$ cat src/rtl/div_radix2_unit.sv
// Iterative radix-2 restoring divider for DIV/DIVU in EX.
// Produces {remainder, quotient}, and holds the pipeline while the divide runs.
module div_radix2_unit #(
  parameter int WIDTH = 32
) (
  input  logic               clk,
  input  logic               rst,
  input  logic               start,
  input  logic               is_signed,
  input  logic [WIDTH-1:0]   a,
  input  logic [WIDTH-1:0]   b,
  input  logic               flush,
  output logic               stall_div,
  output logic               ready,
  output logic [2*WIDTH-1:0] result
);

  localparam int CW = $clog2(WIDTH);
  localparam logic [CW-1:0]    CNT_ONE  = CW'(1);
  localparam logic [CW-1:0]    CNT_LAST = CW'(WIDTH - 1);
  localparam logic [WIDTH-1:0] ONE      = {{(WIDTH-1){1'b0}}, 1'b1};
  localparam logic [WIDTH-1:0] ZERO     = {WIDTH{1'b0}};

  typedef enum logic [1:0] {
    IDLE = 2'd0,
    CALC = 2'd1,
    DONE = 2'd2
  } state_t;

  state_t              state_r, stateNext_s;
  logic [CW-1:0]       cnt_r;
  logic [WIDTH-1:0]    dividend_r, divisor_r, partRem_r, quot_r;
  logic                negQuot_r, negRem_r;
  logic [2*WIDTH-1:0]  result_r;
  logic [WIDTH:0]      trial_s;
  logic [WIDTH-1:0]    shifted_s, remNext_s, quotNext_s;
  logic                qBit_s, accept_s;

  function automatic logic [WIDTH-1:0] negCond(input logic [WIDTH-1:0] v, input logic neg);
    negCond = neg ? (~v + ONE) : v;
  endfunction

  function automatic logic [WIDTH-1:0] absVal(input logic [WIDTH-1:0] v, input logic sgn);
    absVal = negCond(v, sgn & v[WIDTH-1]);
  endfunction

  assign accept_s = start & ~flush;

  // One restoring step: the shifted remainder is below 2*|b|, so WIDTH+1 bits suffice.
  assign trial_s    = {partRem_r, dividend_r[WIDTH-1]} - {1'b0, divisor_r};
  assign shifted_s  = {partRem_r[WIDTH-2:0], dividend_r[WIDTH-1]};
  assign qBit_s     = ~trial_s[WIDTH];
  assign remNext_s  = qBit_s ? trial_s[WIDTH-1:0] : shifted_s;
  assign quotNext_s = {quot_r[WIDTH-2:0], qBit_s};

  // State register.
  always_ff @(posedge clk) begin
    if (rst) begin
      state_r <= IDLE;
    end else begin
      state_r <= stateNext_s;
    end
  end

  // Next-state decode plus the stall and ready outputs.
  always_comb begin
    stateNext_s = state_r;
    stall_div   = 1'b0;
    ready       = 1'b0;
    case (state_r)
      IDLE: begin
        if (accept_s) begin
          stall_div   = 1'b1;
          stateNext_s = (b == ZERO) ? DONE : CALC;
        end else begin
          stateNext_s = IDLE;
        end
      end
      CALC: begin
        stall_div = 1'b1;
        if (flush) begin
          stateNext_s = IDLE;
        end else if (cnt_r == CNT_LAST) begin
          stateNext_s = DONE;
        end else begin
          stateNext_s = CALC;
        end
      end
      DONE: begin
        ready       = ~flush;
        stateNext_s = IDLE;
      end
      default: begin
        stateNext_s = IDLE;
      end
    endcase
  end

  // Operand capture, iteration datapath and result register.
  always_ff @(posedge clk) begin
    if (rst) begin
      cnt_r      <= '0;
      dividend_r <= '0;
      divisor_r  <= '0;
      partRem_r  <= '0;
      quot_r     <= '0;
      negQuot_r  <= 1'b0;
      negRem_r   <= 1'b0;
      result_r   <= '0;
    end else begin
      case (state_r)
        IDLE: begin
          if (accept_s) begin
            if (b == ZERO) begin
              result_r <= {a, {WIDTH{1'b1}}};
            end else begin
              dividend_r <= absVal(a, is_signed);
              divisor_r  <= absVal(b, is_signed);
              partRem_r  <= '0;
              quot_r     <= '0;
              cnt_r      <= '0;
              negQuot_r  <= is_signed & (a[WIDTH-1] ^ b[WIDTH-1]);
              negRem_r   <= is_signed & a[WIDTH-1];
            end
          end
        end
        CALC: begin
          if (!flush) begin
            dividend_r <= {dividend_r[WIDTH-2:0], 1'b0};
            partRem_r  <= remNext_s;
            quot_r     <= quotNext_s;
            cnt_r      <= cnt_r + CNT_ONE;
            if (cnt_r == CNT_LAST) begin
              result_r <= {negCond(remNext_s, negRem_r), negCond(quotNext_s, negQuot_r)};
            end
          end
        end
        default: begin
          cnt_r <= cnt_r;
        end
      endcase
    end
  end

  assign result = result_r;

endmodule

$ cat config.mk
export PLATFORM = sky130hd
export DESIGN_NAME = div_radix2_unit
export DESIGN_NICKNAME = d
export VERILOG_FILES = /design/src/rtl/div_radix2_unit.sv
export SDC_FILE = /design/constraint.sdc
export NUM_CORES = 1
export LEC_CHECK = 0
export ABC_AREA = 1
export BUFFER_PORTS_ARGS = -buffer_cell sky130_fd_sc_hd__clkbuf_2
export CORE_MARGIN = 8
export CORE_UTILIZATION = 50
export DETAILED_ROUTE_END_ITERATION = 7
export PLACE_DENSITY = 0.69
export SLEW_MARGIN = 20
export SYNTH_ARGS = -nofsm -noshare
export SYNTH_HDL_FRONTEND = slang
export SYNTH_SLANG_ARGS = --single-unit
export TNS_END_PERCENT = 30
$ cat constraint.sdc
create_clock -name clk -period 5.1 [get_ports clk]
set_clock_uncertainty 0.1 [all_clocks]
set_input_delay 0.255 -clock clk [delete_from_list [all_inputs] [get_ports clk]]
set_output_delay 0.255 -clock clk [all_outputs]
set_load 0.01 [all_outputs]
# Word-level counts from Yosys, hierarchy flattened
# Index checks and enable logic that the tools add are counted.
# W data, S select, Z words.
dict set report word_totals {
  regBits 200
  input_bits 69
  word_cells 73
}
dict set report op_classes {
  add_sub_neg 6
  eq_ne 8
  muxes 32
  bitwise_logic 12
  n_reduce_logical 6
}
# cell n
set op_table {}
lappend op_table {{$mux W32} 11}
lappend op_table {{$mux W64} 4}
lappend op_table {{$add A32 B1 Y32 const B} 4}
lappend op_table {{$not A32 Y32} 4}
lappend op_table {{$pmux W32 S2} 2}
lappend op_table {{$pmux W64 S2} 1}
lappend op_table {{$pmux W31 S2} 1}
lappend op_table {{$sub A33 B32 Y33} 1}
lappend op_table {{$logic_not A32 Y1} 1}
lappend op_table {{$mux W31} 1}
lappend op_table {{$mux W5} 3}
lappend op_table {{$ne A2 B2 Y1 const B} 5}
lappend op_table {{$pmux W5 S2} 1}
lappend op_table {{$mux W2} 4}
lappend op_table {{$add A5 B1 Y5 const B} 1}
lappend op_table {{$eq A5 B5 Y1 const B} 1}
lappend op_table {{$reduce_and A5 Y1} 1}
lappend op_table {{$and A1 B1 Y1} 4}
lappend op_table {{$pmux W2 S2} 1}
lappend op_table {{$reduce_and A4 Y1} 1}
lappend op_table {{$not A1 Y1} 3}
lappend op_table {{$reduce_and A3 Y1} 1}
lappend op_table {{$eq A2 B1 Y1 const B} 1}
lappend op_table {{$eq A2 B2 Y1 const B} 1}
lappend op_table {{5 further kinds} 6}

# Logic depth before layout (Yosys ltp)
# Gate-level depths: netlist (run 1).
dict set report logic_depth {
  word_depth 8
  mapped_depth 30
}

# Worst setup path after synthesis (run 1)
# OpenSTA, ideal clock, no wires.
dict set report synth_path {
  path_type {register to register}
  startpoint {reg dividend_r[31]}
  endpoint {reg result_r[30], in the netlist result[30]}
  setup_time_ps 109
  t_arrival_ps 3692
  required_ps 4891
  slack_ps 1199
  path_stages_with_launch 30
  path_buffers 1
  cell_sequence {dfxtp_1 -> inv_1 -> ha_1 -> inv_1 -> fa_1 -> nand2_1 -> nand2_1 -> nand3_1 -> nand2_2 -> nand2_2 -> nand2_4 -> nand2_4 -> nand3_4 -> nand2_8 -> buf_6 -> ha_1 -> nand2_1 -> nor3_2 -> nand2_1 -> nor3_2 -> nand3_1 -> o21ai_2 -> o211ai_1 -> a21oi_1 -> o21ai_0 -> a21oi_1 -> or2_2 -> nand3_1 -> nand2_1 -> inv_1}
}
dict set report synth_between {
  elab_chain_cells 8
}
# item line_no
set synth_rtl {}
lappend synth_rtl {{start, declared} 32} ;# logic [WIDTH-1:0] dividend_r, divisor_r, partRem_r, quot_r;
lappend synth_rtl {{start signal, assigned} 117} ;# dividend_r <= absVal(a, is_signed);
lappend synth_rtl {{start signal, assigned} 129} ;# dividend_r <= {dividend_r[WIDTH-2:0], 1'b0};
lappend synth_rtl {{$sub A33 B32 Y33} 50} ;# assign trial_s = {partRem_r, dividend_r[WIDTH-1]} - {1'b0, divisor_r};
lappend synth_rtl {{$not A1 Y1} 52} ;# assign qBit_s = ~trial_s[WIDTH];
lappend synth_rtl {{$not A32 Y32} 40} ;# negCond = neg ? (~v + ONE) : v;
lappend synth_rtl {{$add A32 B1 Y32} 40}
lappend synth_rtl {{$mux W32} 40}
lappend synth_rtl {{$mux W64} 133} ;# if (cnt_r == CNT_LAST) begin
lappend synth_rtl {{$mux W64} 128} ;# if (!flush) begin
lappend synth_rtl {{$pmux W64 S2} 111} ;# case (state_r)
lappend synth_rtl {{end signal, assigned} 115} ;# result_r <= {a, {WIDTH{1'b1}}};
lappend synth_rtl {{end signal, assigned} 134} ;# result_r <= {negCond(remNext_s, negRem_r), negCond(quotNext_s, negQuot_r)};
lappend synth_rtl {{end, declared} 34} ;# logic [2*WIDTH-1:0] result_r;
# No other way between the ends. The select of a mux whose other input is x is not followed.
# A chain may end at the register's enable or synchronous reset.

# Worst setup path after layout (run 1)
# Ends and elaborated chain as after synthesis.

==> flow_metrics.tcl, run 1 <==
set metrics [dict create \
    fin_hold_ws_ps 41.4 \
    synth_ff_type "dfxtp_1" \
    synthArstFlopShare_pct 0 \
    start_util_pct 50.5 \
    hold_violations 0 \
    dieWidth_um 183 \
    cts_num_sinks 200 \
    endpoint_kind "flip-flop" \
    multi_input_area_um2 8440 \
    grt_first_pass_wirelength_um 70700 \
    dp_hpwl_um 32800 \
    status "completed" \
    slew-limit-headroom_pct 37.5 \
    finalSetupViolCount 0 \
    hold-path-cell-count 3 \
    die_area_um2 33400 \
    syn_nets 2333 \
    worstSetupPathType "flip-flop to flip-flop" \
    max_clock_freq_mhz 232 \
    rsz0062_at_grt "false" \
    worst_pin_slew_ps 936 \
    grt_max_degree 88 \
    synth_seq_cells 200 \
    synth_edf_count 0 \
    hp-class "input pin to flip-flop" \
    slew_viol_final 0 \
    fin_crit_sh_pct 84.5 \
    startpoint "dividend_r[31]" \
    drt_iter0_markers 1300 \
    maxCapViolCount 0 \
    critPathMaxStageDelay_ps 420 \
    p_switching_uw 1430 \
    ys_seq_area_share_pct 28.8 \
    htreeDepth 4 \
    final_cell_mix "612 x nand2_1, 265 x inv_1, 211 x a21oi_1" \
    layout.area.seq_um2 4000 \
    wl_met1_um 19700 \
    ys_types 58 \
    yosysTopAreaCellShare_pct 28.8 \
    synth.area.top_cells "dfxtp_1 29%, nand2_1 17%, a21oi_1 7.6%, inv_1 7.2%, o21ai_0 5.5%" \
    track_usage_pct 25.8 \
    dr_wl_met2_um 19600 \
    post_cts.repair.setup_buffers 0 \
    seqPwrFrac_pct 41.2 \
    top_layer "met5" \
    cts_resized 0 \
    reg2reg_setup_slack_ps 790 \
    io_pins 135 \
    synth_warnings 0 \
    synth_top_area_cell "dfxtp_1" \
    place_ws_ps 842 \
    grt_pass1_vias 13665 \
    worstRegToRegCells 28 \
    syn_to_final_growth_pct 10.3 \
    syn_area_um2 13900 \
    nFillCells 2802 \
    layout_commonest_cell "nand2_1" \
    first_pass_iters 8 \
    rows 61 \
    worst_slack_ps 792 \
    clkTransAtPathRegs_ps 90 \
    drc 0 \
    wl_per_cell_um 16.3 \
    tns_ps 0 \
    core_um2 27600 \
    diodes 0 \
    critPathRequiredTime_ps 5360 \
    netlist_instances 2225 \
    root_buffer "clkbuf_16" \
    cellLeakagePower_uw 0.00735 \
    cts_buffers 17 \
    p_int_uw 2590 \
    overflow 0 \
    cts_tree "built" \
    wl_um 43800 \
    crit_fanout 9 \
    drive_above_1_share_pct 11.9 \
    r2r-end "result[30]" \
    clk_latency_ps 440 \
    cp-start-kind "flip-flop" \
    antenna_found_initial 1 \
    vdd_drop_max_mv 0.221 \
    io_buffers 134 \
    drtAntennaViolNets 0 \
    place_congestion 0.919 \
    sw_frac_of_total_pct 35.7 \
    p_comb_share_pct 23.4 \
    cp_slowest_cell "fa_1" \
    cts_buffer_depth 2 \
    cp-endpoint "result[30]" \
    arrival_ps 4560 \
    dr_total_vias 14711 \
    rr_startpoint "dividend_r[31]" \
    p_per_area_nw_per_um2 262 \
    syn_area_per_cell_um2 6.25 \
    clockPowerShare_pct 35.4 \
    nets 2402 \
    wl_met3_um 3000 \
    period_minus_slack_ps 4310 \
    path_common_cell "nand2_1" \
    dieHeight_um 183 \
    viasPerCell 5.48 \
]
-- per-layer routing --
layer  GRT usage (%)  up-vias
met3            4.71       89
met4            10.2        2
met5               0        -
met2            41.2      477
li1                -     7405
met1            33.9     6738
-- worst min-delay path by stage --
stage                endpoint  slack [ps]       start
3_5_place_dp       result[36]         360  result[36]
6_report       dividend_r[20]          40       a[20]
4_1_cts         dividend_r[6]          20        a[6]
2_1_floorplan    divisor_r[0]         310        b[0]
3_3_place_gp         cnt_r[4]         350    cnt_r[4]
5_1_grt            result[62]          50       a[30]
-- Yosys cell counts, types with 23 or more instances --
master / n
nand2_1: 612
dfxtp_1: 200
o21ai_0: 154
xor2_1: 41
inv_1: 266
clkbuf_1: 69
nand3_1: 128
o211ai_1: 24
a31oi_1: 23
a21oi_1: 211
ha_1: 38
nor2_1: 191
nand2_2: 24
-- sequential cells by signal (all words and copies together) (netlist names) --
register,count
partRem_r,32
negQuot_r,1
cnt_r,5
dividend_r,32
negRem_r,1
result,64
divisor_r,32
state_r,2
quot_r,31
-- logic make-up (layout without fill, tap and decap cells) --
logic type	after synthesis	after routing	synth area share [%]
AOI/OAI and AO/OA	492	492	20.1
xor gates and xnor gates	61	61	3.84
adders and majority gates	39	39	3.56
buffers and inverters	369	451	10.7
DFF	200	200	28.8
and+or+nand+nor	1064	1064	33.0
-- worst max-delay path, delay by kind of cell, from the launching register on --
kind / cells / cell delay, ps
AO/OA/AOI/OAI: 5 / 970
adder cells (fa/ha/maj): 3 / 740
buffers and inverters: 3 / 180
flip-flops: 1 / 310
AND/OR/NAND/NOR: 17 / 1910
-- layout make-up --
class / instances / area share [%]
timing repair buffer: 148 / 5.09
clock inverter: 15 / 1.26
sequential: 200 / 26.1
multi-input combinational: 1656 / 55.0
tap: 378 / 3.08
clock buffer: 17 / 2.77
inverter: 271 / 6.64
-- stage by stage --
step / power (uW) / utilization [%] / cells / area (um^2)
after floorplan: 2340 / - / 2225 / 13900
after global placement: 2600 / 53.4 / 2652 / 14700
after detailed placement: 2610 / 53.4 / 2652 / 14700
after CTS: 4030 / 55.7 / 2685 / 15300
after global routing: 4220 / 55.7 / 2685 / 15300
final: 4020 / 55.7 / 2685 / 15300
-- power groups by stage --
stage | combinational [uW] | clock, uW | sequential (uW)
global placement | 907 | 0 | 1690
finish | 939 | 1420 | 1660
CTS | 925 | 1450 | 1660
detailed placement | 918 | 0 | 1690
floorplan | 656 | 0 | 1690
global route | 1050 | 1500 | 1660
-- timing repair --
item / CTS / global route
hold endpoints to repair: 1 / 0
setup endpoints to repair: 0 / 0
hold buffers: 1 / 0
No activity file was read; power rests on OpenSTA's default activity.
==> run 2: changes to the inputs <==
ABC_AREA = 0   (was 1)
PLACE_DENSITY = 0.72   (was 0.69)
clock period = 3.9 ns   (was 5.1 ns; I/O delays follow)
==> run 2 against run 1 <==
  * The flow now finishes with violations (setup timing)
  * Worst hold slack worse by 39 ps
  * Via count down 9.7%
  * Combinational power up 9%
  * Fmax up 2.2%
  * Routed wire length down 9.1%
  * Critical path type unchanged
==> flow_metrics.tcl, run 2 <==
set metrics [dict create \
    syn_nets 1781 \
    cts_buffers 17 \
    first_pass_iters 5 \
    cp_cell_sequence "inv_2 > ha_4 > inv_2 > fa_2 > a211oi_4 > o21ai_2 > a21o_1 > o311a_4 > nor3_4 > nor2_4 > inv_2 > nor2_2 > a21oi_2 > ha_2 > nand2_2 > a21oi_2 > a41oi_4 > a21oi_4 > nand4b_4 > buf_6 > o21ai_1 > xnor2_1 > a221oi_1" \
    dp_hpwl_um 29300 \
    place_congestion 0.941 \
    status "finished, violations left" \
    rows 58 \
    rsz0062_at_grt "true" \
    hp-class "input pin to flip-flop" \
    hold_violations 0 \
    vdd_drop_max_mv 0.279 \
    worstRegToRegCells 23 \
    arrival_ps 4450 \
    crit_fanout 5 \
    viasPerCell 5.84 \
    core_um2 25000 \
    maxCapViolCount 0 \
    period_minus_slack_ps 4210 \
    synth_seq_cells 200 \
    io_pins 135 \
    worst_pin_slew_ps 873 \
    netlist_instances 1673 \
    reg2reg_setup_slack_ps -310 \
    critPathMaxStageDelay_ps 360 \
    overflow 0 \
    largest_register_ffs 64 \
    syn_area_per_cell_um2 7.59 \
    dp_cells 2198 \
    wl_um 39800 \
    dieWidth_um 175 \
    failed_checks "setup timing" \
    fin_cells 2274 \
    path_common_cell "inv_2" \
    syn_area_um2 12700 \
    synth.area.top_cells "dfxtp_1 32%, nor2_1 7.6%, a21oi_1 5.9%, xor2_1 5.5%, nand2_1 5.2%" \
    fin_crit_sh_pct 108 \
    worst-path-stages 23 \
    clk_latency_ps 450 \
    cts_tree "built" \
    ys_seq_area_share_pct 31.5 \
    antenna_found_initial 0 \
    start_util_pct 50.7 \
    drt_iter0_markers 1278 \
    layout_commonest_cell "nor2_1" \
    synth_ff_type "dfxtp_1" \
    drc 0 \
    worst_slack_ps -314 \
    final_cell_mix "253 x nor2_1, 197 x dfxtp_1, 179 x buf_4" \
    drtAntennaViolNets 0 \
    drive_above_1_share_pct 22.7 \
    endpoint_kind "flip-flop" \
    slew-limit-headroom_pct 41.8 \
    cellLeakagePower_uw 0.00657 \
    dieHeight_um 175 \
    cp-start-kind "flip-flop" \
    nets 2039 \
    synthArstFlopShare_pct 0 \
    grt_first_pass_wirelength_um 64400 \
    die_area_um2 30700 \
    yosys-top-cells-count "256 x nor2_1, 200 x dfxtp_1, 177 x nand2_1, 150 x a21oi_1, 86 x clkbuf_1" \
    root_buffer "clkbuf_16" \
    critical-path-top-delay-family "compound AO/OA/AOI/OAI gates" \
    critPathRequiredTime_ps 4140 \
    synth.most_common_cell "nor2_1" \
    synth_top_area_cell "dfxtp_1" \
    diodes 0 \
    r2r-end "result[56]" \
    hold_end "divisor_r[14]" \
    synth_edf_count 0 \
    p_per_area_nw_per_um2 312 \
    io_buffers 134 \
    cts_buffer_depth 2 \
    hp-start "b[14]" \
    ys_types 81 \
    slew_viol_final 0 \
    hold-path-cell-count 4 \
    max_clock_freq_mhz 237 \
    rr_startpoint "dividend_r[31]" \
    cts_num_sinks 200 \
    grt_max_degree 105 \
    syn_to_final_growth_pct 27.7 \
    track_usage_pct 25.1 \
    htreeDepth 4 \
    yosysTopAreaCellShare_pct 31.5 \
    fin_hold_ws_ps 2.07 \
    clkTransAtPathRegs_ps 80 \
    worst-path-buf-inv 4 \
    grt_pass1_vias 12309 \
    dr_total_vias 13289 \
    synth_warnings 0 \
    worstSetupPathType "flip-flop to flip-flop" \
    finalSetupViolCount 31 \
    cp_slowest_cell "fa_2" \
    wl_per_cell_um 17.5 \
]
[run 2: cell types whose count changed after synthesis, moves of 26 or more]
cell,change
o21ai_0,-92
a211oi_1,+57
xnor2_1,+35
xor2_1,+39
a21oi_1,-61
a22oi_1,+45
a311oi_1,+26
inv_1,-215
nand3_1,-105
nor2_1,+65
nand2_1,-435
[run 2: worst max path at each step]
stage / startpoint / to
CTS: dividend_r[31] / result[28]
detailed placement: dividend_r[31] / result[60]
floorplan: dividend_r[31] / result[60]
global placement: dividend_r[31] / result[60]
finish: dividend_r[31] / result[56]
global route: dividend_r[31] / result[60]
[run 2: final cells by class]
| cell class | instances | area (um^2) |
|---|---|---|
| Fill cell | 2208 | 8820 |
| Multi-Input combinational cell | 1308 | 8440 |
| Sequential cell | 200 | 4010 |
| Timing Repair Buffer | 352 | 2500 |
| Clock buffer | 17 | 425 |
| Tap cell | 330 | 413 |
| Clock inverter | 15 | 231 |
| Inverter | 52 | 195 |
[run 2: cells by family (layout without fill, tap and decap cells)]
group | Yosys count | after routing | share of synthesized area [%]
xor+xnor | 135 | 135 | 9.31
flops | 200 | 200 | 31.5
compound gates | 513 | 513 | 27.3
fa+ha+maj | 39 | 39 | 3.90
mux | 16 | 16 | 1.28
buf+inv | 165 | 436 | 5.23
simple gates | 605 | 605 | 21.4
[run 2: report_power, final]
part	internal [uW]	switching, uW
sequential	2090	24.9
combinational	431	591
clock	919	1010
[run 2: metrics by stage]
| stage | cell area (um^2) | TNS [ps] | util, % | total power, uW | setup WS (ps) |
|---|---|---|---|---|---|
| 2_1_floorplan | 12800 | -11350 | - | 2740 | -618 |
| 3_3_place_gp | 14800 | -6330 | 59.2 | 3070 | -306 |
| 3_5_place_dp | 14800 | -11640 | 59.2 | 3090 | -514 |
| 4_1_cts | 15900 | -3920 | 63.7 | 5060 | -226 |
| 5_1_grt | 16200 | -13350 | 64.8 | 5270 | -500 |
| 6_report | 16200 | -5690 | 64.8 | 5060 | -314 |
[run 2: tightest hold or removal path, cell delays in order]
cell and delay, ps:
clkbuf_2 110, xor2_1 60, nor2_1 80, a211oi_1 50
[run 2: metal layers]
metal | share of wire, % | track usage (%) | vias up
met3 | 6.5 | 3.48 | 51
met5 | 0 | 0 | -
li1 | - | - | 6551
met2 | 46 | 39.9 | 453
met1 | 46 | 35.0 | 6234
met4 | 1.9 | 7.10 | 0
[run 2: what timing repair did]
action,CTS,global route
buffers inserted,11,7
pin swaps,26,19
endpoints found under the setup margin,42,51
hold buffers,25,1
endpoints found under the hold margin,26,1
resized for setup,28,36
